<file path="src/rtl/pi_cycle_ctl.sv">
// pi_cycle_ctl: KL10 priority-interrupt cycle sequencer (level arbitration, PI cycle handshake, held levels)
// Ports:
//   clk, reset        rising-edge clock, synchronous active-high reset
//   pi_on, pi_gen_on  PI system enable and per-level enables (bit 1 = highest priority)
//   pi_req            raw level requests, registered once before arbitration
//   ok_to_interrupt   microcode at an instruction boundary
//   pi_cycle_done     microcode finished the PI cycle (pulse)
//   pi_dismiss        dismiss the highest-priority held level (pulse)
//   pi_ready          interrupt pending
//   pi_cycle          PI cycle in progress; PCplus1inh mirrors it
//   pi_level          level being serviced, 0 when idle
//   pi_hold           held (in-progress) levels
//   pi_timeout        one-clock pulse when a PI cycle is aborted
module pi_cycle_ctl #(
    parameter int TIMEOUT = 64,
    parameter int CNTW    = 7
) (
    input  logic       clk,
    input  logic       reset,
    input  logic       pi_on,
    input  logic [1:7] pi_gen_on,
    input  logic [1:7] pi_req,
    input  logic       ok_to_interrupt,
    input  logic       pi_cycle_done,
    input  logic       pi_dismiss,
    output logic       pi_ready,
    output logic       pi_cycle,
    output logic       PCplus1inh,
    output logic [0:2] pi_level,
    output logic [1:7] pi_hold,
    output logic       pi_timeout
);
    typedef enum logic {IDLE, CYCLE} state_t;
    state_t          state_q;
    logic [1:7]      req_q, hold_q, hold_d, eligible;
    logic [CNTW-1:0] cnt_q;
    logic [2:0]      level_q, best, top_hold;
    logic            cycle_q, timeout_q, done_ev;
    assign eligible = req_q & pi_gen_on & {7{pi_on}};
    assign done_ev  = state_q == CYCLE && pi_cycle_done;
    // Scanning from 7 down to 1 leaves the lowest-numbered (highest-priority) set bit.
    always_comb begin
        best     = '0;
        top_hold = '0;
        for (int i = 7; i >= 1; i--) begin
            if (eligible[i]) best = 3'(i);
            if (hold_q[i]) top_hold = 3'(i);
        end
    end
    // Dismiss acts on the pre-edge top held level; a level completing on the same edge is set afterwards.
    always_comb begin
        hold_d = hold_q;
        for (int i = 1; i <= 7; i++) begin
            if (pi_dismiss && top_hold == 3'(i)) hold_d[i] = 1'b0;
            if (done_ev && level_q == 3'(i)) hold_d[i] = 1'b1;
        end
    end
    assign pi_ready = state_q == IDLE && best != 3'd0 && (top_hold == 3'd0 || best < top_hold);
    always_ff @(posedge clk) begin
        if (reset) begin
            state_q   <= IDLE;
            req_q     <= '0;
            hold_q    <= '0;
            cnt_q     <= '0;
            level_q   <= '0;
            cycle_q   <= 1'b0;
            timeout_q <= 1'b0;
        end else begin
            req_q     <= pi_req;
            hold_q    <= hold_d;
            timeout_q <= 1'b0;
            if (state_q == IDLE) begin
                if (pi_ready && ok_to_interrupt) begin
                    state_q <= CYCLE;
                    level_q <= best;
                    cnt_q   <= '0;
                    cycle_q <= 1'b1;
                end
            end else begin
                cnt_q <= cnt_q + 1'b1;
                if (pi_cycle_done || cnt_q == CNTW'(TIMEOUT - 1)) begin
                    state_q   <= IDLE;
                    level_q   <= '0;
                    cycle_q   <= 1'b0;
                    timeout_q <= !pi_cycle_done;
                end
            end
        end
    end
    assign pi_cycle   = cycle_q;
    assign PCplus1inh = cycle_q;
    assign pi_level   = level_q;
    assign pi_hold    = hold_q;
    assign pi_timeout = timeout_q;
endmodule

</file>
<file path="config.mk">
export PLATFORM = sky130hd
export DESIGN_NAME = pi_cycle_ctl
export DESIGN_NICKNAME = d
export VERILOG_FILES = /design/src/rtl/pi_cycle_ctl.sv
export SDC_FILE = /design/constraint.sdc
export NUM_CORES = 1
export LEC_CHECK = 0
export ABC_AREA = 1
export CORE_MARGIN = 5
export CORE_UTILIZATION = 50
export DETAILED_ROUTE_END_ITERATION = 6
export PLACE_DENSITY = 0.81
export SLEW_MARGIN = 20
export SYNTH_ARGS = -nofsm -noshare
export SYNTH_HDL_FRONTEND = slang
export SYNTH_SLANG_ARGS = --single-unit
</file>
<file path="constraint.sdc">
create_clock -name clk -period 5.2 [get_ports clk]
set_clock_uncertainty 0.2 [all_clocks]
set_input_delay 1.04 -clock clk [delete_from_list [all_inputs] [get_ports clk]]
set_output_delay 1.04 -clock clk [all_outputs]
set_load 0.02 [all_outputs]
</file>
## Word-level counts from Yosys, hierarchy flattened

Index checks and enable logic that the tools add are counted.

| word-level totals | value |
|---|---|
| flip-flop bits (word level) | 27 |
| bits in latches | 0 |
| memory bits (writable) | 0 |
| bits in read-only memories | 0 |
| input port bits | 20 |
| output and inout port bits | 14 |
| logic and storage cells | 107 |
| memories kept | 0 |

| operators by class | value |
|---|---|
| $add $sub $neg | 1 |
| multipliers | 0 |
| divide/modulo/power cells | 0 |
| magnitude comparators | 1 |
| equality and inequality tests | 16 |
| shift operators | 0 |
| multiplexer cells | 39 |
| bitwise gates (word level) | 4 |
| reduce and logical (&&, ||, !) cells | 33 |

Operator list:

| cell | number |
|---|---|
| two-way mux 3 bit | 17 |
| equality test 3 bit, second input constant | 8 |
| two-way mux 1 bit | 20 |
| logical AND 1 bit | 18 |
| nonzero test 2 bit | 8 |
| AND 7 bit | 2 |
| two-way mux 7 bit | 2 |
| equality test 3 x 2 -> 1 bit, second input constant | 4 |
| adder 7 x 1 -> 7 bit, second input constant | 1 |
| equality test 7 x 6 -> 1 bit, second input constant | 1 |
| equality test 3 x 1 -> 1 bit, second input constant | 2 |
| logical NOT 3 bit | 1 |
| less-than comparator 3 bit | 1 |
| nonzero test 3 bit | 1 |
| OR reduction 3 bit | 1 |
| logical OR 1 bit | 2 |
| != test 2 x 1 -> 1 bit, second input constant | 1 |
| inverter 1 bit | 2 |
| AND reduction 2 bit | 1 |
| logical NOT 1 bit | 1 |

## Depth between registers and ports, before layout

| logic depth | value |
|---|---|
| depth in word-level cells | 15 |
| gate-level depth with buffers | 17 |
| gate-level depth less buffers | 16 |

## Worst setup path after synthesis

OpenSTA, ideal clock, no wires.

| timing path | value |
|---|---|
| kind | input port to output port |
| start point | input port pi_on |
| end point | output port pi_ready |
| arrival time | 2455 ps |
| data required time | 3960 ps |
| setup slack | 1505 ps |
| cell stages on the path | 13 |
| buffers on the path | 1 |
| cells stage by stage | buf_6 -> nand3_1 -> nand2_1 -> nor2_1 -> nor3_4 -> ha_1 -> inv_1 -> o21bai_1 -> inv_1 -> nand2_2 -> nand2_4 -> nand2_1 -> nor2_1 |

| between the ends | value |
|---|---|
| word-level cells in the longest chain between the ends | 11 |

RTL lines:

| element | RTL line | text |
|---|---|---|
| start: declaration | 20 | `input logic pi_on,` |
| AND 7 bit (*) | 39 | `assign eligible = req_q & pi_gen_on & {7{pi_on}};` |
| two-way mux 3 bit (6 in a row) | 46 | `if (eligible[i]) best = 3'(i);` |
| two-way mux 3 bit (*) | 46 |  |
| less-than comparator 3 bit or nonzero test 3 bit (tied branches) | 58 | `assign pi_ready = state_q == IDLE && best != 3'd0 && (top_hold == 3'd0 \|\| best < top_hold);` |
| logical OR 1 bit or logical AND 1 bit (tied branches) | 58 |  |
| logical AND 1 bit (*) | 58 |  |
| end: declaration | 26 | `output logic pi_ready,` |

Mark *: on every way between the ends. The rest lies on a longest branch, timed or not.

## Final worst setup path

Ends and elaborated chain as after synthesis.

==> results by stage <==
Run status:
- The run finished with clean final reports.

Floorplanning:
- The y dimension of the die is 63.95 microns.
- Row generation in the floorplan step produced 19 rows.
- The area of the placeable core is 2781 sq um.
- The count of boundary I/O pins is 34.
- The die covers 4089 sq um.
- The effective utilization at floorplan is 52.32%.
- Measured along the x axis, the die boundary spans 63.95 microns.

Route:
- The count of vias placed by the detailed router is 1352.
- In the routed design, unresolved DRC markers number 0.
- The post-detailed-routing wire length is 3081 microns.
- The average wire length per cell after detail routing is 11.58 microns.
- Using the TritonRoute via totals, the vias-per-cell ratio works out to 5.083.
- The first-pass iteration count of the detailed router is 4.
- The remaining antenna violation count is 0.
- The initial detailed-routing violation count is 55.

Finish:
- The fraction of layout cells with a size suffix above 1 is 10.64%.
- The non-filler instance count after layout is 266.
- The post-synthesis to final-layout area growth is 23.04%.
- At the end of the flow, the number of nets in the layout was 258.
- The count of inserted antenna diode cells is 0.
- The multi-input combinational cells in the finished layout cover a total of 730.7 sq um.
- In the final layout, flip-flops and latches occupy 540.5 sq um.
- With fillers left out, the area of the finished cells amounts to 1790 sq um.
- The number of filler cells placed in the layout is 258.

Setup path:
- The worst path required time is 3.96 ns.
- Of all nets on the critical path, the largest fanout is 8.
- The kind of launch point of the worst setup path is an input pin.
- The critical path in this run is classified as input pin to output port.
- The arrival time of data at the critical path endpoint is 3.61 ns.
- The worst setup path is captured at an output port.

Clock network:
- In this run the number of H-tree levels came out at 1.
- The worst-skew pair later-pin latency is 0.32 ns.
- The root cell of the clock tree is sky130_fd_sc_hd__clkbuf_4.
- Clock tree synthesis found a total of 27 sinks.
- Post-CTS repair changed the size of 0 cells.
- Counting the buffers created by CTS gives 3.
- TritonCTS built the clock tree.
- Clock-pin slew was measured on the worst setup and hold paths at 0.14 ns.
- For this design, the CTS-stage hold fixing added 0 buffers.
- The number of buffers inserted by post-CTS setup repair is 0.
- Counting along the longest clock path gives a buffer depth of 2.

Placement:
- The half-perimeter wire length after detailed placement is 2414 microns.
- The number of placed instances, taps included is 262.
- The routability congestion estimate from global placement is 0.7716.
- Summing all placed instances gives a cell area of 1760 sq um.
- The count of buffers added on input and output ports is 33.

Hold path:
- The tightest min-delay check is of the register to register type.

GRT:
- The number of global-route vias before repair is 1205.
- Entering global routing, the biggest net connects 27 pins.
- The first global-routing pass estimated 5292 microns of wire.
- The number of antenna violations at the first check in global routing is 0.
- The combined global-route utilization of all metal layers is 15.59%.
- The overall overflow remaining after global route is 0.

Yosys:
- Yosys attributes the largest share of cell area to sky130_fd_sc_hd__dfxtp_1, sky130_fd_sc_hd__nand2_1, sky130_fd_sc_hd__inv_1.
- The gate count after technology mapping is 205.
- The Yosys step of the flow raised 0 warnings.
- Summed over its instances, the top area cell type makes up 37.15% of the synthesized netlist area.
- Ranked by instance count, the synthesized netlist is headed by sky130_fd_sc_hd__nand2_1, sky130_fd_sc_hd__inv_1, sky130_fd_sc_hd__dfxtp_1, sky130_fd_sc_hd__nor2_1.
- The sequential cell area fraction in the yosys report is 37.15%.
- The cell with the most instances after synthesis is sky130_fd_sc_hd__nand2_1.
- The post-synthesis register bit count is 27.
- The average footprint of a synthesized cell is 7.098 sq um.
- Counting flops with a built-in enable in the synthesized netlist gives 0.
- The area of the mapped netlist is 1455 sq um.
- In the synthesized netlist the dominant register cell turns out to be sky130_fd_sc_hd__dfxtp_1.
- The number of distinct standard cells referenced by the synthesized netlist is 30.
- Of all cell types, the one taking the most synthesized area is sky130_fd_sc_hd__dfxtp_1.
- When the netlist entered floorplanning its net count stood at 227.
- For this run, asynchronously set or reset flops after synthesis account for 0%.

Timing:
- The final-layout setup total negative slack is 0 ns.
- The number of pins exceeding their max-slew limit in the final report is 0.
- At the pin with the least slew margin, the transition time is 0.9177 ns.
- The worst slew margin relative to its limit is 38.63%.
- The final hold violation count is 0.
- The final critical path takes up 93.25% of the cycle.
- The tightest hold path in the finished design has a slack of 0.2910 ns.
- Setup repair after global routing left no endpoint under its margin.
- The maximum clock frequency is 206.2 MHz.
- The number of failing setup endpoints in the final timing report is 0.
- The time the worst path needs with I/O delays and setup is 4.849 ns.

Power:
- Summed over all cells, the static leakage comes to 0.7481 nW.
- Overall power consumption after layout is estimated at 385.4 uW.
- The power per standard cell area is 215.3 nW/um^2.
- Across the VDD grid, the largest voltage drop is 0.1975 mV.

Run:
- The number of violations of the max-capacitance limit is 0.
==> final timing paths <==
path	slack, ns	to	cells past startpoint	startpoint
worst min register to register	0.29	cnt_q[4]$_SDFFE_PP0P_	2	cnt_q[4]$_SDFFE_PP0P_
worst max-delay path	0.35	pi_ready	14	pi_on
worst max register to register	3.08	cnt_q[2]$_SDFFE_PP0P_	13	req_q[7]$_SDFF_PP0_
worst min-delay path	0.29	cnt_q[4]$_SDFFE_PP0P_	2	cnt_q[4]$_SDFFE_PP0P_
==> cells in the final DEF (no fill, tap or decap), drive strengths merged, types with 2 or more instances in the layout <==
cell type	count
a21oi	18
clkbuf	3
clkdlybuf4s50	33
dfxtp	27
ha	2
inv	32
nand2	45
nand3	24
nand4	5
nor2	28
nor3	3
o21ai	7
o31ai	3
==> per-stage QoR <==
step	util, %	worst slack, ns
after floorplan	-	1.505
after global placement	63.29	0.4415
after detailed placement	63.29	0.3561
after CTS	64.37	0.3464
after global routing	64.37	0.1371
final	64.37	0.3511
==> logic make-up after synthesis <==
kind of cell	synth area share (%)
and+or+nand+nor	36.97
AOI/OAI and AO/OA	11.52
buffers and inverters	12.64
adders and majority gates	1.719
DFF	37.15
==> cell type report <==
cell class                 count  area share (%)
tap                           31           2.166
timing repair buffer          33           18.45
clock buffer                   3           1.258
clock inverter                 1          0.4193
inverter                      32           6.709
multi-input combinational    139           40.81
sequential                    27           30.19
==> worst max-delay path, stage by stage <==
cell	delay (ns)
sky130_fd_sc_hd__clkdlybuf4s50_1	0.69
sky130_fd_sc_hd__nand3_1	0.12
sky130_fd_sc_hd__nand2_1	0.12
sky130_fd_sc_hd__nor2_1	0.08
sky130_fd_sc_hd__nor3_4	0.18
sky130_fd_sc_hd__ha_1	0.27
sky130_fd_sc_hd__inv_1	0.08
sky130_fd_sc_hd__o21bai_1	0.07
sky130_fd_sc_hd__inv_1	0.06
sky130_fd_sc_hd__nand2_2	0.06
sky130_fd_sc_hd__nand2_4	0.08
sky130_fd_sc_hd__nand2_1	0.05
sky130_fd_sc_hd__nor2_1	0.10
sky130_fd_sc_hd__clkdlybuf4s50_1	0.61
==> flip-flops by register name, indices dropped and copies added, names as in the netlist <==
register	flops
cnt_q	7
pi_hold	7
req_q	7
pi_level	3
PCplus1inh	1
pi_timeout	1
state_q	1
==> routing by layer <==
layer,wire length [microns],track usage (%)
met2,1375,24.37
met3,152,2.802
met4,25,4.935
met5,0,0
met1,1528,21.67
==> where the power goes <==
| part | leakage (nW) | internal [mW] | switching, mW | total, mW |
|---|---|---|---|---|
| logic | 0.514 | 0.0335 | 0.0391 | 0.0727 |
| clock network | 0.0139 | 0.0294 | 0.0623 | 0.0917 |
| registers | 0.220 | 0.214 | 0.00746 | 0.221 |
Note: power is estimated with default switching activity, not from simulation.
==> RTL edit 1, RTL diff (config.mk and constraints unchanged) <==
Reset style: asynchronous (`reset`), changed in one clocked block. Comments in the files are not updated.
--- a/src/rtl/pi_cycle_ctl.sv
+++ b/src/rtl/pi_cycle_ctl.sv
@@ -57,5 +57,5 @@
     end
     assign pi_ready = state_q == IDLE && best != 3'd0 && (top_hold == 3'd0 || best < top_hold);
-    always_ff @(posedge clk) begin
+    always_ff @(posedge clk or posedge reset) begin
         if (reset) begin
             state_q   <= IDLE;
Function: differs if reset is asserted again (counterexample within 4 cycles, from zero or initial values and one cycle with reset high); with reset held inactive, the same outputs for 10 cycles.
==> RTL edit 1 against the original RTL <==
- global-route usage about the same
- synthesized cell count decreased by 10%
- worst setup slack got worse by 0.037 ns
- utilization increased by 0.42 points
- cell area decreased by 0.21%
- sequential cell count unchanged
- area after synthesis decreased by 1.9%
- wire length decreased by 7.2%
- critical path type unchanged
- largest cell class is now sequential cells
Power is not compared: it rests on default switching activity, and its combinational part moved more than twofold at a synthesized area within 25%.
==> RTL edit 1: results <==
[final_layout]
nonClkBufAreaFrac_pct = 18.5
multi_input_comb_cells = 125
seq-cell-share_pct = 37.8
multi_input_area_um2 = 613
final-clk-cell-share_pct = 1.54
nets = 240
drive_above_1_share_pct = 7.41

[route]
num_vias = 1253
wl_per_cell_um = 11.6

[worst_setup_path]
cp.arrival_ns = 3.65
cp_slowest_stage_delay_ns = 0.62
timing.rr.end = pi_level[0]

[synth]
synth_cell_types = 25
synthArstFlopShare_pct = 100
postSynthCellCount = 184
syn_avg_cell_area_um2 = 7.76
synth_ff_type = dfrtp_1

[global_route]
grt_pass1_wl_um = 5150
met3_usage_pct = 3.20
grtUsageMet2_pct = 26.0
grt_max_degree = 28

[timing]
holdWs_ns = 0.321

[min_path]
hp-start = cnt_q[6]
worstHoldEndpoint = cnt_q[6]

[run_status]
outcome = complete, no violations
-- RTL edit 1: changes by cell type after synthesis, moves of 4 or more --
cell | before | now
dfrtp_1 | 0 | 27
dfxtp_1 | 27 | 0
a21oi_1 | 17 | 2
nand2_1 | 38 | 53
nor2_1 | 27 | 12
nand3_1 | 17 | 23
nand3_2 | 6 | 1
inv_1 | 30 | 26
nand2_2 | 6 | 2
-- RTL edit 1: worst register-to-register path: stages, from the launching register on --
cell	delay, ns
dfrtp_1	0.43
nor3_1	0.27
nor3_2	0.09
nor2_2	0.16
inv_1	0.08
ha_1	0.28
nand2_1	0.07
inv_1	0.05
nand2_1	0.06
nand2_1	0.06
nand2_2	0.10
nand3_2	0.22
nand3_1	0.16
nand2_1	0.07
-- RTL edit 1: power groups by stage --
stage	logic, mW	clock network [mW]	registers (mW)
floorplan	0.292	0	0.342
global placement	0.440	0	0.321
detailed placement	0.460	0	0.325
CTS	0.463	0.0914	0.320
global route	0.517	0.100	0.329
finish	0.460	0.0884	0.320
==> RTL edit 2, RTL diff (config.mk and constraints unchanged) <==
Made on the original files. Set the parameter `CNTW` to 14 (it was 7).
--- a/src/rtl/pi_cycle_ctl.sv
+++ b/src/rtl/pi_cycle_ctl.sv
@@ -14,5 +14,5 @@
 module pi_cycle_ctl #(
     parameter int TIMEOUT = 64,
-    parameter int CNTW    = 7
+    parameter int CNTW    = 14
 ) (
     input  logic       clk,
Formal check against the unedited RTL: no difference found for any inputs over 10 cycles, from zero or initial values and one cycle with reset high; that may be too few to reach the edited logic, so the function may still have changed.
==> RTL edit 2 against the original RTL <==
- via count is 28% higher
- worst setup slack worse by 0.074 ns
- first-iteration DRC count increased to 2.7 times the old value
- area after synthesis rose by 27%
- worst hold slack got worse by 0.028 ns
- fmax down 1.5%
- power grew 38%
- sequential cell count grew 7
- combinational power grew 11%
- wire length rose by 26%
- cell area rose by 26%
- die area increased by 22%
- clock power is 94% higher
- critical path type unchanged
- largest cell class unchanged
==> RTL edit 2: results <==
[worst_setup_path]
timing.rr.end = cnt_q[6]
cp.arrival_ns = 3.68
r2r_start = pi_hold[6]
slowest_stage = clkdlybuf4s50_1
r2r_cells = 14
cp_slowest_stage_delay_ns = 0.67
cp_max_fo = 8
rrSetupSlack_ns = 2.73

[final_layout]
drive_above_1_share_pct = 11.9
num-fill-cells = 337
fin_cells = 341
nets = 316

[global_route]
grt_pass1_wl_um = 6670
track_usage_pct = 16.3
grt_max_degree = 29
grt_pass1_vias = 1537

[power]
p_leak_nw = 0.924
vdd_drop_max_mv = 0.181

[timing]
max-slew-margin-rel_pct = 63.7
holdWs_ns = 0.263

[placed_design]
dpl_cell_area_um2 = 2180
place_inst = 334
gp_congestion = 0.808
dp.final_hpwl_um = 2950
place_ws_ns = 0.268

[run_status]
outcome = complete, no violations

[clock_network]
cts_htree_levels = 2
clk_latency_ns = 0.28
numCtsBuffers = 5
clk_pin_slew_ns = 0.06
clockRootBuffer = clkbuf_8

[synth]
ys.warnings.count = 0
ys_seq_area_share_pct = 36.9
synth_common_cells = 51 x nand2_1, 40 x inv_1, 34 x dfxtp_1
postSynthCellCount = 259
synth_area_leaders = dfxtp_1 37%, nand2_1 10%, inv_1 8.1%
synth_nets = 282
synth_top_area_share_pct = 36.9
synth_cell_types = 34

[route]
dr_wl_met3_um = 206
routed_via_density = 5.06
wl_met1_um = 1730
drt-initial-drc-count = 151
wl_per_cell_um = 11.4
wl_met2_um = 1840

[min_path]
hp-start = cnt_q[5]
worstHoldEndpoint = cnt_q[5]
==> RTL edit 2: cell count changes in the layout (fill, tap and decap cells not counted), moves of 3 or more <==
cell / delta
a21oi_1: +5
clkbuf_4: -3
clkbuf_8: +5
dfxtp_1: +7
inv_1: +10
nand2_1: +13
nand3_1: +3
nand3_2: -4
nor4_1: +3
o211ai_2: +3
==> RTL edit 2: area by class of cell <==
class                      instances  area [um^2]  share of cell area (%)
sequential                        34          681                    30.1
inverter                          45          169                    7.48
tap                               48         60.1                    2.66
clock buffer                       7         76.3                    3.38
multi-input combinational        173          935                    41.4
timing repair buffer              34          338                    15.0
==> RTL edit 2: metal layers <==
layer  vias up  global-route usage, %
li1        896                      -
met1       765                   18.6
met2        52                   27.7
met3        12                   4.12
met4         0                   8.56
met5         -                      0
==> RTL edit 2: worst max path at each step <==
stage / start / endpoint / slack [ns] / cells after the start
after floorplan: pi_on / pi_ready / 1.55 / 12
after global placement: pi_on / pi_ready / 0.36 / 13
after detailed placement: pi_on / pi_ready / 0.27 / 15
after CTS: pi_on / pi_ready / 0.26 / 15
after global routing: pi_on / pi_ready / 0.09 / 15
final: pi_on / pi_ready / 0.28 / 15
==> RTL edit 2: cell families (layout without fill, tap and decap cells) <==
group                      count (synthesis)  after routing  synth area share [%]
DFF                                       34             34                  36.9
adders and majority gates                  3              3                  2.03
AOI/OAI and AO/OA                         45             45                  16.1
and+or+nand+nor                          125            125                  32.5
buffers and inverters                     52             86                  12.5
==> RTL edit 2: where the power goes <==
group          switching [mW]  internal (mW)  leakage [nW]
clock                  0.0860         0.0920        0.0383
combinational          0.0443         0.0362         0.609
sequential            0.00679          0.267         0.276
total                   0.137          0.395         0.924
